===== src/rtl/mem_arb_pkg.sv =====
// mem_arb_pkg: state encoding and constants shared by the unified-memory arbiter.
package mem_arb_pkg;

    typedef enum logic [1:0] {
        IDLE    = 2'd0,
        GRANT_I = 2'd1,
        GRANT_D = 2'd2,
        RESP    = 2'd3
    } arb_state_e;

    localparam logic [31:0] ARB_ERR_WORD = 32'hDEADBEEF;

endpackage


===== src/rtl/mem_arbiter.sv =====
// mem_arbiter: alternating-priority arbiter sharing one req/ack memory between fetch and load/store.
// Defining ARB_TIMEOUT_EN adds a wait watchdog that aborts stuck accesses and pulses err.
module mem_arbiter
    import mem_arb_pkg::*;
#(
    parameter int ADDR_W  = 32,
    parameter int DATA_W  = 32,
    parameter int TIMEOUT = 255
) (
    input  logic              clk,
    input  logic              rst,
    input  logic              if_req,
    input  logic [ADDR_W-1:0] if_addr,
    output logic [DATA_W-1:0] if_rdata,
    output logic              if_valid,
    output logic              if_stall,
    input  logic              d_req,
    input  logic              d_we,
    input  logic [ADDR_W-1:0] d_addr,
    input  logic [DATA_W-1:0] d_wdata,
    output logic [DATA_W-1:0] d_rdata,
    output logic              d_valid,
    output logic              d_stall,
    output logic              mem_req,
    output logic              mem_we,
    output logic [ADDR_W-1:0] mem_addr,
    output logic [DATA_W-1:0] mem_wdata,
    input  logic [DATA_W-1:0] mem_rdata,
    input  logic              mem_ack
`ifdef ARB_TIMEOUT_EN
    ,
    output logic              err
`endif
);

    arb_state_e        state, state_next;
    logic              last_d, last_d_next;
    logic              mem_req_next, mem_we_next;
    logic [ADDR_W-1:0] mem_addr_next;
    logic [DATA_W-1:0] mem_wdata_next;
    logic [DATA_W-1:0] if_rdata_next, d_rdata_next;
    logic              if_valid_next, d_valid_next;
    logic              finish;
    logic [DATA_W-1:0] resp_word;

`ifdef ARB_TIMEOUT_EN
    localparam logic [7:0] TIMEOUT_CNT = 8'(TIMEOUT);
    logic [7:0] wait_cnt, wait_cnt_next;
    logic       err_next;
`endif

    assign if_stall = if_req & ~if_valid;
    assign d_stall  = d_req & ~d_valid;

    always_comb begin
        // NOTE: every signal assigned here gets a default first, so no path can infer a latch.
        state_next     = state;
        last_d_next    = last_d;
        mem_req_next   = mem_req;
        mem_we_next    = mem_we;
        mem_addr_next  = mem_addr;
        mem_wdata_next = mem_wdata;
        if_rdata_next  = if_rdata;
        d_rdata_next   = d_rdata;
        if_valid_next  = 1'b0;
        d_valid_next   = 1'b0;
        finish         = 1'b0;
        resp_word      = mem_rdata;
`ifdef ARB_TIMEOUT_EN
        wait_cnt_next  = wait_cnt;
        err_next       = 1'b0;
`endif

        unique case (state)
            IDLE: begin
`ifdef ARB_TIMEOUT_EN
                wait_cnt_next = '0;
`endif
                // With both pending, last_d picks the side that did not win last time.
                if (d_req && !(if_req && last_d)) begin
                    state_next     = GRANT_D;
                    last_d_next    = 1'b1;
                    mem_req_next   = 1'b1;
                    mem_we_next    = d_we;
                    mem_addr_next  = d_addr;
                    mem_wdata_next = d_wdata;
                end else if (if_req) begin
                    state_next     = GRANT_I;
                    last_d_next    = 1'b0;
                    mem_req_next   = 1'b1;
                    mem_we_next    = 1'b0;
                    mem_addr_next  = if_addr;
                    mem_wdata_next = '0;
                end
            end

            GRANT_I, GRANT_D: begin
                finish = mem_ack;
`ifdef ARB_TIMEOUT_EN
                if (!mem_ack) begin
                    if (wait_cnt == TIMEOUT_CNT - 8'd1) begin
                        finish    = 1'b1;
                        resp_word = DATA_W'(ARB_ERR_WORD);
                        err_next  = 1'b1;
                    end else begin
                        wait_cnt_next = wait_cnt + 8'd1;
                    end
                end
`endif
                if (finish) begin
                    state_next   = RESP;
                    mem_req_next = 1'b0;
                    mem_we_next  = 1'b0;
                    if (state == GRANT_I) begin
                        if_valid_next = 1'b1;
                        if_rdata_next = resp_word;
                    end else begin
                        d_valid_next = 1'b1;
                        if (!mem_we) begin
                            d_rdata_next = resp_word;
                        end
                    end
                end
            end

            RESP: begin
                state_next = IDLE;
            end
        endcase
    end

    // NOTE: sequential state uses non-blocking assignments so every register samples pre-edge values.
    always_ff @(posedge clk) begin
        if (rst) begin
            state     <= IDLE;
            last_d    <= 1'b0;
            mem_req   <= 1'b0;
            mem_we    <= 1'b0;
            mem_addr  <= '0;
            mem_wdata <= '0;
            if_rdata  <= '0;
            d_rdata   <= '0;
            if_valid  <= 1'b0;
            d_valid   <= 1'b0;
        end else begin
            state     <= state_next;
            last_d    <= last_d_next;
            mem_req   <= mem_req_next;
            mem_we    <= mem_we_next;
            mem_addr  <= mem_addr_next;
            mem_wdata <= mem_wdata_next;
            if_rdata  <= if_rdata_next;
            d_rdata   <= d_rdata_next;
            if_valid  <= if_valid_next;
            d_valid   <= d_valid_next;
        end
    end

`ifdef ARB_TIMEOUT_EN
    always_ff @(posedge clk) begin
        if (rst) begin
            wait_cnt <= '0;
            err      <= 1'b0;
        end else begin
            wait_cnt <= wait_cnt_next;
            err      <= err_next;
        end
    end
`endif

endmodule

===== config.mk =====
export PLATFORM = sky130hd
export DESIGN_NAME = mem_arbiter
export DESIGN_NICKNAME = d
export VERILOG_FILES = /design/src/rtl/mem_arb_pkg.sv /design/src/rtl/mem_arbiter.sv
export SDC_FILE = /design/constraint.sdc
export NUM_CORES = 1
export LEC_CHECK = 0
export CORE_MARGIN = 4
export CORE_UTILIZATION = 42
export CTS_CLUSTER_SIZE = 30
export DETAILED_ROUTE_END_ITERATION = 12
export PLACE_DENSITY = 0.9
export SETUP_SLACK_MARGIN = 0.05
export SKIP_LAST_GASP = 1
export SLEW_MARGIN = 10
export SYNTH_ARGS = -nofsm -noshare
export SYNTH_HDL_FRONTEND = slang
export SYNTH_SLANG_ARGS = --single-unit

===== constraint.sdc =====
create_clock -name clk -period 4.8 [get_ports clk]
set_clock_uncertainty 0.2 [all_clocks]
set_input_delay 0.96 -clock clk [delete_from_list [all_inputs] [get_ports clk]]
set_output_delay 0.96 -clock clk [all_outputs]
set_load 0.01 [all_outputs]

==> results.json, run 1 <==
{
  "outcome": "completed",
  "swShare_pct": 33.9,
  "required_ns": 3.64,
  "p_sw_mw": 1.42,
  "max_cap_viol_count": 0,
  "antenna_left": 0,
  "finalSetupTns_ns": 0,
  "routed_wl_mm": 16.9,
  "rsz0062_at_grt": "no",
  "antenna_found_initial": 0,
  "path_max_fanout": 7,
  "cts_max_level": 4,
  "leakagePower_nw": 2.99,
  "numPortBuffers": 267,
  "r2r_cells": 6,
  "clockBufferDepth": 2,
  "synth_cell_types": 31,
  "cp_slowest_cell": "clkdlybuf4s50_1",
  "final_common_cell": "clkdlybuf4s50_1",
  "grt.overflow.total": 0,
  "cp_data_arrival_time_ns": 2.40,
  "clock_power_share_pct": 27.7,
  "ios": 268,
  "fmax_ghz": 0.281,
  "combPwrFrac_pct": 37.0,
  "fp.dieH_um": 117,
  "fin_crit_sh_pct": 74.2,
  "holdWs_ns": 0.252,
  "core_area_um2": 11600,
  "layout-drive-gt1-share_pct": 4.87,
  "final-hold-violation-count": 0,
  "hold_path_class": "reg2reg",
  "slew_headroom_pct": 22.5,
  "setup_slack_ns": 1.24,
  "wl_per_cell_um": 16.8,
  "seqPwrFrac_pct": 35.3,
  "clock_sinks": 135,
  "rr_startpoint": "state[1]$_SDFFE_PP0P_",
  "postCtsSetupBuffers": 0,
  "grt_start_max_net_pins": 77,
  "end_kind": "output pin",
  "reg2reg_slack_ns": 2.27,
  "postPlaceCellArea_um2": 7690,
  "syn_area_um2": 5020,
  "seq_area_frac_synth_pct": 53.8,
  "postLayoutCellArea_um2": 8230,
  "rows": 39,
  "ff_latch_area_um2": 2700,
  "multi_input_area_um2": 2080,
  "initial_core_util_pct": 43.4,
  "die_area_um2": 13800,
  "path_cells": "clkdlybuf4s50_1 > nor2b_1 > clkdlybuf4s50_1",
  "crit_top_cell": "clkdlybuf4s50_1",
  "num_antenna_cells": 0,
  "irDropWorstVdd_uv": 423,
  "drtPass1Iterations": 5,
  "grt_util_all_layers_pct": 23.6,
  "synth-seq-cells": 135,
  "worst_setup_path_start_kind": "input pin",
  "p_int_mw": 2.76,
  "yosysWarningCount": 0,
  "post_cts_resized": 0,
  "area_growth_pct": 63.9,
  "hp-start": "if_rdata[5]$_SDFFE_PP0P_",
  "die_w_um": 117,
  "p_per_area_nw_per_um2": 507,
  "nNetsFinal": 987,
  "grt_pass1_vias": 5096,
  "power_mw": 4.18,
  "netlist_instances": 611,
  "cp_slowest_stage_delay_ns": 0.67,
  "drt_iter0_drc": 336,
  "setup_viol": 0,
  "worst_pin_slew_ns": 1.16,
  "hpwl_mm": 11.6,
  "place_congestion": 0.851,
  "placed_cells": 974,
  "dr_total_vias": 5254,
  "layout_common_cells": "266 x clkdlybuf4s50_1, 162 x nand2_1, 135 x dfxtp_1, 130 x a21oi_1",
  "hold_path_depth": 2,
  "vias_per_cell": 5.22,
  "drv_slew": 0,
  "clk_pin_slew_ns": 0.06,
  "grt_pass1_wl_mm": 26.4,
  "syn_avg_cell_area_um2": 8.22,
  "syn-num-nets": 748,
  "stdcell_count": 1006,
  "cts-root-buf": "clkbuf_16",
  "hold_buffers": 0,
  "worstSetupPathType": "in2out",
  "cts_tree": "done",
  "drc": 0,
  "fin_crit_ns": 3.56,
  "utilization_pct": 71.1,
  "nFillCells": 886,
  "hold_path_end": "if_rdata[5]$_SDFFE_PP0P_",
  "pre_cts_slack_ns": 1.28,
  "clock_latency_ns": 0.40,
  "worstReg2RegEnd": "mem_addr[7]$_SDFFE_PP0P_",
  "cts-buffers-inserted": 17
}
-- sequential cells by signal, indices dropped and copies added, names as in the netlist --
| name | cells |
|---|---|
| d_rdata | 32 |
| if_rdata | 32 |
| mem_addr | 32 |
| mem_wdata | 32 |
| state | 2 |
| d_valid | 1 |
| if_valid | 1 |
| last_d | 1 |
| mem_req | 1 |
| mem_we | 1 |
-- worst max path at each step --
stage                     startpoint       end  slack (ns)  cells after the start
after floorplan                d_req   d_stall        2.48                      1
after global placement        if_req  if_stall        1.28                      3
after detailed placement      if_req  if_stall        1.28                      3
after CTS                     if_req  if_stall        1.23                      3
after global routing          if_req  if_stall        1.19                      3
final                         if_req  if_stall        1.24                      3
-- critical path, delay by kind of cell --
| kind | cells | cell delay, ns |
|---|---|---|
| simple gates | 1 | 0.20 |
| buf+inv | 2 | 1.24 |
-- power by group through the flow --
| stage | Sequential, mW | Clock, mW | Combinational (mW) |
|---|---|---|---|
| after CTS | 1.47 | 1.18 | 1.54 |
| after global placement | 1.49 | 0 | 1.51 |
| after floorplan | 1.59 | 0 | 0.699 |
| after global routing | 1.50 | 1.23 | 1.67 |
| after detailed placement | 1.49 | 0 | 1.53 |
| final | 1.48 | 1.16 | 1.54 |
-- final cells by class --
class / count / area share (%)
clock buffers: 20 / 5.55
multi-input cells: 420 / 25.3
flip-flops and latches: 135 / 32.8
repair buffers: 273 / 33.0
clock inverters: 12 / 0.973
inverters: 3 / 0.137
well taps: 143 / 2.17
-- layer usage --
layer  track usage, %  share of wire [%]  up-vias
met4             12.4                4.1        0
li1                 -                  -     2571
met3             8.13                7.2       49
met5                0                  0        -
met1             26.9                 40     2417
met2             39.1                 48      217
-- cell families (layout without fill, tap and decap cells) --
logic type	count (synthesis)	after routing	share of synthesized area, %
and+or+nand+nor	209	209	16.4
DFF	135	135	53.8
buffers and inverters	56	308	5.06
adders and majority gates	3	3	0.748
AOI/OAI and AO/OA	208	208	23.9
-- cell usage after synthesis, drive strengths merged --
cell,count,area (µm²)
a2111o,1,11.3
a21bo,1,10.0
a21boi,3,26.3
a21oi,130,651
a22oi,1,7.51
a32oi,32,280
and2,1,6.26
and4bb,1,12.5
buf,24,134
clkbuf,29,109
dfxtp,135,2700
ha,3,37.5
inv,3,11.3
nand2,162,608
nand2b,2,12.5
nand3,1,5.00
nand4bb,1,11.3
nor2,35,131
nor2b,3,18.8
nor3,1,5.00
nor3b,2,15.0
o211a,1,10.0
o21a,1,7.51
o21ai,36,180
o311ai,1,8.76
o41ai,1,8.76
Note: power is estimated with default switching activity, not from simulation.
==> run 2, diff against run 1 <==
Settings changed: CORE_UTILIZATION 42 to 35, PLACE_DENSITY 0.9 to 0.81.
Clock period 4.8 ns to 3.2 ns, I/O delays scaled along.
==> run 2 against run 1 <==
  * Flip-flop and latch count is the same
  * Clock power up 77%
  * Critical path type unchanged
  * Die area rose by 19%
==> results.json, run 2 (synthesis results as in run 1) <==
{
  "outcome": "completed",
  "clock_latency_ns": 0.40,
  "grt_util_all_layers_pct": 19.7,
  "grt.overflow.total": 0,
  "ios": 268,
  "cp_slowest_stage_delay_ns": 0.54,
  "drc": 0,
  "end_kind": "output pin",
  "cp_slowest_cell": "clkdlybuf4s50_1",
  "r2r_cells": 6,
  "drtPass1Iterations": 4,
  "drv_slew": 0,
  "layout-drive-gt1-share_pct": 5.74,
  "vias_per_cell": 5.01,
  "power_mw": 6.64,
  "p_per_area_nw_per_um2": 784,
  "fp.dieH_um": 128,
  "crit_path_end": "d_stall",
  "grt_start_max_net_pins": 67,
  "numPortBuffers": 267,
  "dr_total_vias": 5265,
  "die_w_um": 128,
  "leakagePower_nw": 3.07,
  "postCtsSetupBuffers": 0,
  "wl_per_cell_um": 15.8,
  "cts-buffers-inserted": 17,
  "slew_headroom_pct": 52.4,
  "cp.depth": 3,
  "cts_max_level": 4,
  "path_max_fanout": 2,
  "die_area_um2": 16300,
  "clockBufferDepth": 2,
  "cp_data_arrival_time_ns": 1.80,
  "fin_crit_ns": 2.64,
  "cts-root-buf": "clkbuf_16",
  "pre_cts_slack_ns": 0.536,
  "rows": 43,
  "nFillCells": 1241,
  "hpwl_mm": 11.5,
  "hold_buffers": 0,
  "final-hold-violation-count": 0,
  "fmax_ghz": 0.379,
  "clk_pin_slew_ns": 0.05,
  "required_ns": 2.36,
  "path_cells": "clkdlybuf4s50_1 > nor2b_1 > clkdlybuf4s50_1",
  "setup.worst_path.start": "d_req",
  "place_congestion": 0.807,
  "hold_path_class": "reg2reg",
  "crit_top_cell": "clkdlybuf4s50_1",
  "hp-start": "d_rdata[5]$_SDFFE_PP0P_",
  "setup_viol": 0,
  "rsz0062_at_grt": "no",
  "worstReg2RegEnd": "d_rdata[29]$_SDFFE_PP0P_",
  "antenna_found_initial": 1,
  "post_cts_resized": 0,
  "fin_crit_sh_pct": 82.4,
  "worst_setup_path_start_kind": "input pin",
  "routed_wl_mm": 16.6,
  "nNetsFinal": 995,
  "reg2reg_slack_ns": 1.20,
  "finalSetupTns_ns": 0,
  "grt_pass1_wl_mm": 25.8,
  "crit_buf_inv": 2,
  "cts_tree": "done",
  "initial_core_util_pct": 35.9,
  "final_common_cell": "clkdlybuf4s50_1",
  "layout_common_cells": "266 x clkdlybuf4s50_1, 162 x nand2_1, 135 x dfxtp_1, 130 x a21oi_1",
  "worst_pin_slew_ns": 0.714,
  "setup_slack_ns": 0.563,
  "worstSetupPathType": "in2out",
  "area_growth_pct": 68.5,
  "num_antenna_cells": 0,
  "holdWs_ns": 0.252,
  "max_cap_viol_count": 0,
  "clock_sinks": 135,
  "rr_startpoint": "state[0]$_SDFFE_PP0P_",
  "crit_family": "buffers and inverters",
  "core_area_um2": 14000,
  "grt_pass1_vias": 5008,
  "drt_iter0_drc": 263,
  "irDropWorstVdd_uv": 358,
  "antenna_left": 0
}
==> run 2: layer usage <==
metal	vias up	part of all wire, %	wire (µm)	track usage [%]
li1	2589	-	-	-
met1	2454	41	6770	22.6
met2	189	49	8110	33.4
met3	31	8.2	1370	7.17
met4	2	2.1	350	7.74
met5	-	0.066	11	0
==> run 2: where the power goes <==
part	internal (mW)	switching, mW	leakage (nW)
clock network	1.31	0.735	0.303
logic	1.14	1.23	1.67
registers	2.04	0.175	1.10
total	4.49	2.14	3.07
==> run 2: worst min-delay path: cells and delay by family, from the launching register on <==
family,cells,cell delay [ns]
flops,1,0.30
simple gates,1,0.05
compound gates,1,0.05
==> run 2: worst min path at each step <==
stage	endpoint	slack [ns]	depth (start not counted)
6_report	d_rdata[5]$_SDFFE_PP0P_	0.25	2
5_1_grt	if_rdata[9]$_SDFFE_PP0P_	0.26	2
4_1_cts	if_rdata[19]$_SDFFE_PP0P_	0.25	2
3_5_place_dp	if_rdata[19]$_SDFFE_PP0P_	0.25	2
3_3_place_gp	d_rdata[22]$_SDFFE_PP0P_	0.24	2
2_1_floorplan	d_rdata[0]$_SDFFE_PP0P_	0.28	2
==> run 2: cell type report <==
type                       instances  area [µm²]  area share (%)
timing repair buffer             281        2810            33.2
tap                              180         225            2.66
clock inverter                    10         141            1.67
multi-input combinational        420        2080            24.6
clock buffer                      22         484            5.72
inverter                           3        11.3           0.133
sequential                       135        2700            31.9
==> run 2: stage by stage <==
step | cells | util, % | area (µm²)
6_report | 1051 | 60.5 | 8460
4_1_cts | 1051 | 60.5 | 8460
3_5_place_dp | 1019 | 56.0 | 7840
5_1_grt | 1051 | 60.5 | 8460
3_3_place_gp | 1019 | 56.0 | 7840
2_1_floorplan | 611 | - | 5020
==> run 3, diff against run 2 <==
Clock period 3.2 ns to 2.3 ns, I/O delays scaled along.
==> run 3 against run 2 <==
  * Sequential power increased by 40%
  * Flip-flop and latch count stayed put
  * First-iteration DRC count is 8.0% higher
  * Critical path type is now reg2out
  * Die area did not move
  * Largest cell class unchanged
  * Power rose by 36%
  * Combinational power increased by 42%
  * Global-route usage increased by 0.48 points
  * Utilization up 0.072 points
==> results.json, run 3 (synthesis results as in run 1) <==
{
  "setup_viol": 0,
  "place_congestion": 0.791,
  "leakagePower_nw": 3.08,
  "path_max_fanout": 4,
  "worst_setup_path_start_kind": "flop",
  "irDropWorstVdd_uv": 740,
  "wl_met2_mm": 8.52,
  "fin_crit_sh_pct": 87.9,
  "rows": 43,
  "vias_per_cell": 5.00,
  "crit_buf_inv": 1,
  "antenna_left": 0,
  "cts-buffers-inserted": 17,
  "grt_util_all_layers_pct": 20.2,
  "drv_slew": 0,
  "reg2reg_slack_ns": 0.39,
  "routed_wl_mm": 17.0,
  "cts_max_level": 4,
  "die_w_um": 128,
  "die_area_um2": 16300,
  "cp_slowest_cell": "clkdlybuf4s50_1",
  "slew_headroom_pct": 56.7,
  "grt.overflow.total": 0,
  "grt_pass1_vias": 5147,
  "initial_core_util_pct": 35.9,
  "max_cap_viol_count": 0,
  "cp_data_arrival_time_ns": 1.36,
  "r2r_cells": 6,
  "postPlaceCellArea_um2": 7910,
  "worst_pin_slew_ns": 0.649,
  "area_growth_pct": 68.7,
  "grt_pass1_wl_mm": 26.4,
  "finalSetupTns_ns": 0,
  "hold_path_depth": 2,
  "nFillCells": 1210,
  "crit_family": "buffers and inverters",
  "fp.dieH_um": 128,
  "clock_sinks": 135,
  "antenna_found_initial": 1,
  "met3_length_mm": 1.64,
  "p_sw_mw": 3.01,
  "required_ns": 1.64,
  "hold_path_end": "last_d$_SDFFE_PP0P_",
  "cp_slowest_stage_delay_ns": 0.58,
  "worstSetupPathType": "reg2out",
  "clk_pin_slew_ns": 0.06,
  "grt_start_max_net_pins": 82,
  "cts-root-buf": "clkbuf_16",
  "dr_total_vias": 5270,
  "clock_power_share_pct": 28.3,
  "final_common_cell": "clkdlybuf4s50_1",
  "placed_cells": 1022,
  "core_area_um2": 14000,
  "fin_crit_ns": 2.02,
  "fmax_ghz": 0.495,
  "num_antenna_cells": 0,
  "nNetsFinal": 998,
  "stdcell_count": 1054,
  "numPortBuffers": 267,
  "utilization_pct": 60.6,
  "end_kind": "output pin",
  "m1WireLength_mm": 6.50,
  "layout_common_cells": "264 x clkdlybuf4s50_1, 162 x nand2_1, 135 x dfxtp_1, 130 x a21oi_1",
  "p_int_mw": 6.01,
  "drc": 0,
  "outcome": "completed",
  "final-hold-violation-count": 0,
  "combPwrFrac_pct": 37.5,
  "cts_tree": "done",
  "rr_startpoint": "state[0]$_SDFFE_PP0P_",
  "drt_iter0_drc": 284,
  "seqPwrFrac_pct": 34.2,
  "clock_latency_ns": 0.41,
  "path_cells": "clkdlybuf4s50_1",
  "hold_path_class": "in2reg",
  "postLayoutCellArea_um2": 8470,
  "holdWs_ns": 0.216,
  "hpwl_mm": 11.6,
  "worstReg2RegEnd": "mem_we$_SDFFE_PP0P_",
  "layout-drive-gt1-share_pct": 5.95,
  "drtPass1Iterations": 5,
  "p_per_area_nw_per_um2": 1060,
  "wl_per_cell_um": 16.1,
  "top_layer_used": "met5",
  "rsz0062_at_grt": "no",
  "hold_buffers": 0,
  "swShare_pct": 33.4,
  "hp-start": "rst",
  "clockBufferDepth": 2,
  "ios": 268
}
## run 3: cell count changes in the layout (fill, tap and decap cells not counted)
cell,change
clkbuf_8,-2
clkinvlp_4,+2
buf_12,+4
inv_6,-2
dlymetal6s2s_1,+1
clkinv_2,+1
clkinv_4,+2
dlygate4sd2_1,+1
buf_4,-1
clkbuf_1,+1
bufinv_16,-2
clkdlybuf4s50_1,-2
## run 3: routing by layer
layer,global-route usage [%],vias up
met3,7.38,28
met5,0,-
li1,-,2588
met1,23.0,2426
met4,7.49,2
met2,34.6,226
## run 3: power by group through the flow
stage / Sequential, mW / Clock (mW) / Combinational, mW
after floorplan: 3.33 / 0 / 1.46
after global placement: 3.10 / 0 / 3.37
after detailed placement: 3.13 / 0 / 3.39
after CTS: 3.09 / 2.61 / 3.41
after global routing: 3.14 / 2.71 / 3.69
final: 3.09 / 2.55 / 3.38
## run 3: worst max-delay path by stage
stage | startpoint | end | slack, ns | cells past startpoint
3_5_place_dp | d_req | d_stall | 0.04 | 3
4_1_cts | if_req | if_stall | 0.05 | 3
6_report | mem_we$_SDFFE_PP0P_ | mem_we | 0.28 | 1
5_1_grt | mem_wdata[10]$_SDFFE_PP0P_ | mem_wdata[10] | 0.23 | 1
3_3_place_gp | d_req | d_stall | 0.05 | 3
2_1_floorplan | state[0]$_SDFFE_PP0P_ | d_rdata[23]$_SDFFE_PP0P_ | 0.60 | 7
## run 3: area by class of cell
cell class,count,area (µm²),share of cell area (%)
clock buffers,21,460,5.44
repair buffers,284,2890,34.1
multi-input cells,420,2080,24.6
inverters,3,11.3,0.133
well taps,180,225,2.66
clock inverters,11,101,1.20
flip-flops and latches,135,2700,31.9
## run 3: what timing repair did
item	4_1_cts	5_1_grt
pin swaps	0	0
resized for setup	1	1
buffers inserted	0	0
endpoints found under the setup margin	1	1
## run 3: stage by stage
stage | setup slack (ns) | power (mW)
global route | 0.231 | 9.55
detailed placement | 0.0395 | 6.52
global placement | 0.0488 | 6.47
floorplan | 0.598 | 4.79
finish | 0.279 | 9.02
CTS | 0.0510 | 9.11
